==> src/rtl/ps2_rx_fifo.sv <==
// rtl/ps2_rx_fifo.sv - PS/2 keyboard receiver with scancode history and FWFT byte FIFO
// Define PS2_RX_PARITY_CHECK_EN to reject frames with bad odd parity.
module ps2_rx_fifo #(
   parameter int FILTER_LEN     = 8,
   parameter int TIMEOUT_CYCLES = 50000,
   parameter int FIFO_DEPTH     = 4,
   parameter int CODE_BYTES     = 2
) (
   input  logic                      clk,
   input  logic                      rst,
   input  logic                      PS2_KBCLK,
   input  logic                      PS2_KBDAT,
   output logic [8*CODE_BYTES-1:0]   code_vector,
   output logic [7:0]                byte_data,
   output logic                      byte_valid,
   input  logic                      byte_ready,
   output logic                      frame_err,
   output logic                      overflow
);
   localparam int AW = $clog2(FIFO_DEPTH);
   localparam int FW = $clog2(FILTER_LEN);
   localparam int TW = $clog2(TIMEOUT_CYCLES + 1);

   localparam logic [1:0] S_IDLE   = 2'd0;
   localparam logic [1:0] S_DATA   = 2'd1;
   localparam logic [1:0] S_PARITY = 2'd2;
   localparam logic [1:0] S_STOP   = 2'd3;

   logic              clk_s1_q, clk_s2_q, dat_s1_q, dat_s2_q;
   logic              filt_q, filt_d;
   logic [FW-1:0]     flt_cnt_q, flt_cnt_d;
   logic              sample_evt;
   logic [1:0]        state_q, state_d;
   logic [2:0]        bit_cnt_q, bit_cnt_d;
   logic              ones_q, ones_d, par_q, par_d;
   logic [7:0]        shift_q, shift_d;
   logic [TW-1:0]     to_cnt_q, to_cnt_d;
   logic              accept, reject, frame_ok;
   logic [8*CODE_BYTES-1:0] code_q, code_shift;
   logic              frame_err_q, overflow_q;
   logic [7:0]        mem_q [FIFO_DEPTH];
   logic [AW:0]       wr_ptr_q, rd_ptr_q;
   logic              empty, full, pop, push, drop;

   // Filtered clock only flips after FILTER_LEN consecutive differing samples.
   always_comb begin
      filt_d    = filt_q;
      flt_cnt_d = '0;
      if (clk_s2_q != filt_q) begin
         if (flt_cnt_q == FW'(FILTER_LEN - 1))
            filt_d = clk_s2_q;
         else
            flt_cnt_d = flt_cnt_q + FW'(1);
      end
   end

   assign sample_evt = filt_q & ~filt_d;

`ifdef PS2_RX_PARITY_CHECK_EN
   assign frame_ok = dat_s2_q & (ones_q ^ par_q);
`else
   assign frame_ok = dat_s2_q;
`endif

   always_comb begin
      state_d   = state_q;
      bit_cnt_d = bit_cnt_q;
      ones_d    = ones_q;
      shift_d   = shift_q;
      par_d     = par_q;
      to_cnt_d  = '0;
      accept    = 1'b0;
      reject    = 1'b0;
      if (state_q != S_IDLE)
         to_cnt_d = to_cnt_q + TW'(1);
      if (sample_evt) begin
         to_cnt_d = '0;
         case (state_q)
            S_IDLE: begin
               if (!dat_s2_q) begin
                  state_d   = S_DATA;
                  bit_cnt_d = 3'd0;
                  ones_d    = 1'b0;
               end
            end
            S_DATA: begin
               shift_d   = {dat_s2_q, shift_q[7:1]};
               ones_d    = ones_q ^ dat_s2_q;
               bit_cnt_d = bit_cnt_q + 3'd1;
               if (bit_cnt_q == 3'd7)
                  state_d = S_PARITY;
            end
            S_PARITY: begin
               par_d   = dat_s2_q;
               state_d = S_STOP;
            end
            default: begin
               state_d = S_IDLE;
               if (frame_ok)
                  accept = 1'b1;
               else
                  reject = 1'b1;
            end
         endcase
      end else if (state_q != S_IDLE && to_cnt_q == TW'(TIMEOUT_CYCLES)) begin
         state_d  = S_IDLE;
         to_cnt_d = '0;
         reject   = 1'b1;
      end
   end

   generate
      if (CODE_BYTES > 1) begin : g_shift
         assign code_shift = {code_q[8*CODE_BYTES-9:0], shift_q};
      end else begin : g_single
         assign code_shift = shift_q;
      end
   endgenerate

   assign empty = (wr_ptr_q == rd_ptr_q);
   assign full  = (wr_ptr_q[AW] != rd_ptr_q[AW]) && (wr_ptr_q[AW-1:0] == rd_ptr_q[AW-1:0]);
   assign pop   = byte_ready & ~empty;
   // A same-cycle pop frees a slot, so a full FIFO can still take the byte.
   assign push  = accept & (~full | pop);
   assign drop  = accept & full & ~pop;

   always_ff @(posedge clk) begin
      if (rst) begin
         clk_s1_q    <= 1'b1;
         clk_s2_q    <= 1'b1;
         dat_s1_q    <= 1'b1;
         dat_s2_q    <= 1'b1;
         filt_q      <= 1'b1;
         flt_cnt_q   <= '0;
         state_q     <= S_IDLE;
         bit_cnt_q   <= 3'd0;
         ones_q      <= 1'b0;
         par_q       <= 1'b0;
         shift_q     <= 8'h00;
         to_cnt_q    <= '0;
         code_q      <= '0;
         frame_err_q <= 1'b0;
         overflow_q  <= 1'b0;
         wr_ptr_q    <= '0;
         rd_ptr_q    <= '0;
      end else begin
         clk_s1_q    <= PS2_KBCLK;
         clk_s2_q    <= clk_s1_q;
         dat_s1_q    <= PS2_KBDAT;
         dat_s2_q    <= dat_s1_q;
         filt_q      <= filt_d;
         flt_cnt_q   <= flt_cnt_d;
         state_q     <= state_d;
         bit_cnt_q   <= bit_cnt_d;
         ones_q      <= ones_d;
         par_q       <= par_d;
         shift_q     <= shift_d;
         to_cnt_q    <= to_cnt_d;
         frame_err_q <= reject;
         if (accept)
            code_q <= code_shift;
         if (drop)
            overflow_q <= 1'b1;
         if (push)
            wr_ptr_q <= wr_ptr_q + (AW+1)'(1);
         if (pop)
            rd_ptr_q <= rd_ptr_q + (AW+1)'(1);
      end
   end

   always_ff @(posedge clk) begin
      if (push)
         mem_q[wr_ptr_q[AW-1:0]] <= shift_q;
   end

   assign code_vector = code_q;
   assign byte_valid  = ~empty;
   assign byte_data   = empty ? 8'h00 : mem_q[rd_ptr_q[AW-1:0]];
   assign frame_err   = frame_err_q;
   assign overflow    = overflow_q;
endmodule

==> config.mk <==
export PLATFORM = sky130hd
export DESIGN_NAME = ps2_rx_fifo
export DESIGN_NICKNAME = d
export VERILOG_FILES = /design/src/rtl/ps2_rx_fifo.sv
export SDC_FILE = /design/constraint.sdc
export NUM_CORES = 1
export LEC_CHECK = 0
export ABC_AREA = 1
export BUFFER_PORTS_ARGS = -buffer_cell sky130_fd_sc_hd__buf_4
export CORE_MARGIN = 2
export CORE_UTILIZATION = 35
export DETAILED_ROUTE_END_ITERATION = 8
export PLACE_DENSITY_LB_ADDON = 0.3
export SLEW_MARGIN = 15
export SYNTH_ARGS = -nofsm -noshare
export SYNTH_HDL_FRONTEND = slang
export SYNTH_SLANG_ARGS = --single-unit
==> constraint.sdc <==
create_clock -name clk -period 2.05 [get_ports clk]
set_input_delay 0.205 -clock clk [delete_from_list [all_inputs] [get_ports clk]]
set_output_delay 0.205 -clock clk [all_outputs]
set_load 0.02 [all_outputs]
==> impl_results.md <==
* Filler cells at 1128
* Commonest register cell after synthesis: dfxtp_1
* Iteration-0 DRC count of the detailed router at 171
* Flops & latches, synth at 95
* Commonest non-fill, non-tap cells in the layout: nor2_1, dfxtp_1, nand2_1
* Core footprint at 11320 um2
* Library cells used by synthesis at 33
* Final non-filler cell total at 637
* Total wire length at between 7000 and 8000 um
* Yosys warnings at 0
* Startpoint Class: flip-flop
* Total track usage at 0.1348
* Largest net degree at the start of global routing at 30
* Fin util at 0.4183
* Total power at 3613 uW
* GRT met1 Usage at 0.1697
* Worst Hold Class: input pin to flip-flop
* Cts hold-fix bufs at 0
* Hold Vio Cnt, Final at 0
* Setup repair after global routing missed its margin: no
* First-pass GRT wire length at 13530 um
* Syn Inst Count at between 400 and 500
* Post-synthesis sequential area ratio at 0.5531
* TNS Setup at 0 ns
* Die area at 12350 um2
* FF/Latch Area at roughly 2200 um2
* Synthesis-to-layout area growth at 17.88%
* CTS Buf Count at 9
* CTS max path bufs at 2
* Tcrit/Tclk final at 0.9099
* Commonest non-fill, non-tap cell in the layout: nor2_1
* Met3 usage at 0.02624
* Post-DP HPWL at 5496 um
* H-tree depth at 3
* First drt pass iteration count at 4
* Leakage at 0.001951 uW
* Final GP Congestion at 0.8403
* Residual DRC at 0
* Via density at 4.630
* Pre-CTS setup slack at a little over 0.2 ns
* Critical path class: flip-flop to output pin
* Post-route setup slack at 0.1847 ns
* CP Capture Type: output pin
* Power per cell area at 762.9 nW/um2
* Clk_lat worst skew at 0.34 ns
* R2R Setup Slk at 0.19 ns
* Most Crowded Layer GR: met2
* WL per Instance at 12.34 um
* Layout cells sized above 1 at 0.1457
* Routed Antenna Nets at 0
* Chip width at 111.1 um
* Max FO, Critical Path at 13
* Met2 Use GR at 0.2290
* Die height at approximately 110 um
* WP data required at 1.85 ns
* Avg Inst Size Synth at 8.948 um2
* Initial Util at 0.3549
* GRT overflow at 0
* Peak supply drop at 380.0 uV
* CTS tree: done
* Row count at 39
* # IOs at 32
* Slew @ Worst Pin at ~0.72 ns
* Nets at 510
* Vias in the first global route at 2861
* Initial antenna violation count at 0
* Crit path time final at 1.865 ns
* Placed cells at 619
* Slew HR at 0.5168
* Total via count in the routed design at 2949
* Post-synth EDFFs at 32
* CTS sink cnt at between 90 and 100
* IO buf count at 31
* Max cap viols at 0
* Ys async rst share at 0
* Antenna Cells at 0
* Worst EP arrival at 1.66 ns
* Post-Route Skew at 0.01297 ns
* Root buf cell: clkbuf_16
* Syn nets at 470
* Status: complete, no violations
* Mapped Area at 4018 um2
* Final setup violation count at 0
* Clk pin slew, worst setup/hold paths at 0.07 ns
* Area of the multi-input gates at 1503 um2
* Final slew viol count at 0
* Peak Freq at 536.1 MHz
==> per-layer routing <==
| layer | vias to the layer above | routed length (um) |
|---|---|---|
| met5 | - | 0 |
| met4 | 0 | 94 |
| met3 | 8 | 312 |
| met2 | 46 | 3803 |
| met1 | 1333 | 3648 |
| li1 | 1562 | - |
==> cells by family (layout without fill, tap and decap cells) <==
kind of cell,Yosys count,count (layout),share of synthesized area
fa+ha+maj,16,16,0.04983
xor+xnor,9,9,0.01962
flops,95,95,0.5531
buf+inv,68,113,0.07350
compound gates,84,84,0.1149
simple gates,177,177,0.1890
==> state kept, by name, indices dropped and copies added (netlist names), named ones only <==
name         flops
mem_q           32
code_vector     16
to_cnt_q        16
shift_q          8
bit_cnt_q        3
flt_cnt_q        3
rd_ptr_q         3
wr_ptr_q         3
state_q          2
clk_s1_q         1
clk_s2_q         1
dat_s1_q         1
dat_s2_q         1
filt_q           1
frame_err        1
overflow         1
==> metrics by stage <==
| step | instance area, um2 | hold WS, ns |
|---|---|---|
| 2_1_floorplan | 4018 | 0.3088 |
| 6_report | 4736 | 0.04807 |
| 3_3_place_gp | 4415 | 0.3908 |
| 5_1_grt | 4736 | 0.04619 |
| 3_5_place_dp | 4415 | 0.3945 |
| 4_1_cts | 4713 | 0.04455 |
==> what timing repair did <==
| action | 4_1_cts | 5_1_grt |
|---|---|---|
| buffers inserted | 0 | 2 |
| gates resized for setup | 0 | 3 |
| setup endpoints to repair | 0 | 9 |
==> worst paths after layout <==
path | start | endpoint | depth (start not counted)
worst min-delay path | PS2_KBCLK | clk_s1_q | 2
worst min register to register | dat_s1_q | dat_s2_q | 1
worst max-delay path | wr_ptr_q[1] | byte_data[3] | 8
worst max register to register | flt_cnt_q[0] | mem_q[1][1] | 9
==> power breakdown <==
part	leakage [uW]	internal, uW	switching [uW]
clock	0.000147	912	727
sequential	0.000872	1940	2.56
combinational	0.000933	14.2	22.0
==> synth_stat cells, types with 2 or more instances <==
cell	number	area, um2
inv_2	2	7.510
nand4_1	4	25.02
xor2_1	7	61.31
a21oi_1	36	180.2
nand2_1	54	202.7
nand3_4	2	35.03
inv_1	51	191.4
nor3_1	6	30.03
xnor2_1	2	17.52
ha_1	16	200.2
dfxtp_1	63	1261
o211ai_1	2	15.01
or2_2	4	25.02
nand3_1	16	80.08
o21ai_0	35	175.2
buf_2	4	20.02
nor2_1	87	326.6
edfxtp_1	32	960.9
clkbuf_1	5	18.77
o32ai_1	8	70.07
==> worst max-delay path: stages, from the launching register on <==
cell	delay, ns
dfxtp_1	0.42
inv_1	0.12
nand2_1	0.08
nand2_1	0.05
nor2_1	0.15
nand2_2	0.19
nand2_1	0.12
inv_1	0.04
buf_4	0.14
==> final cells by class <==
type,instances,area share
clock inverters,6,0.01004
flip-flops and latches,95,0.4695
repair buffers,42,0.06658
inverters,55,0.04597
multi-input cells,286,0.3173
clock buffers,10,0.05284
well taps,143,0.03778
No activity file was read; power rests on OpenSTA's default activity.
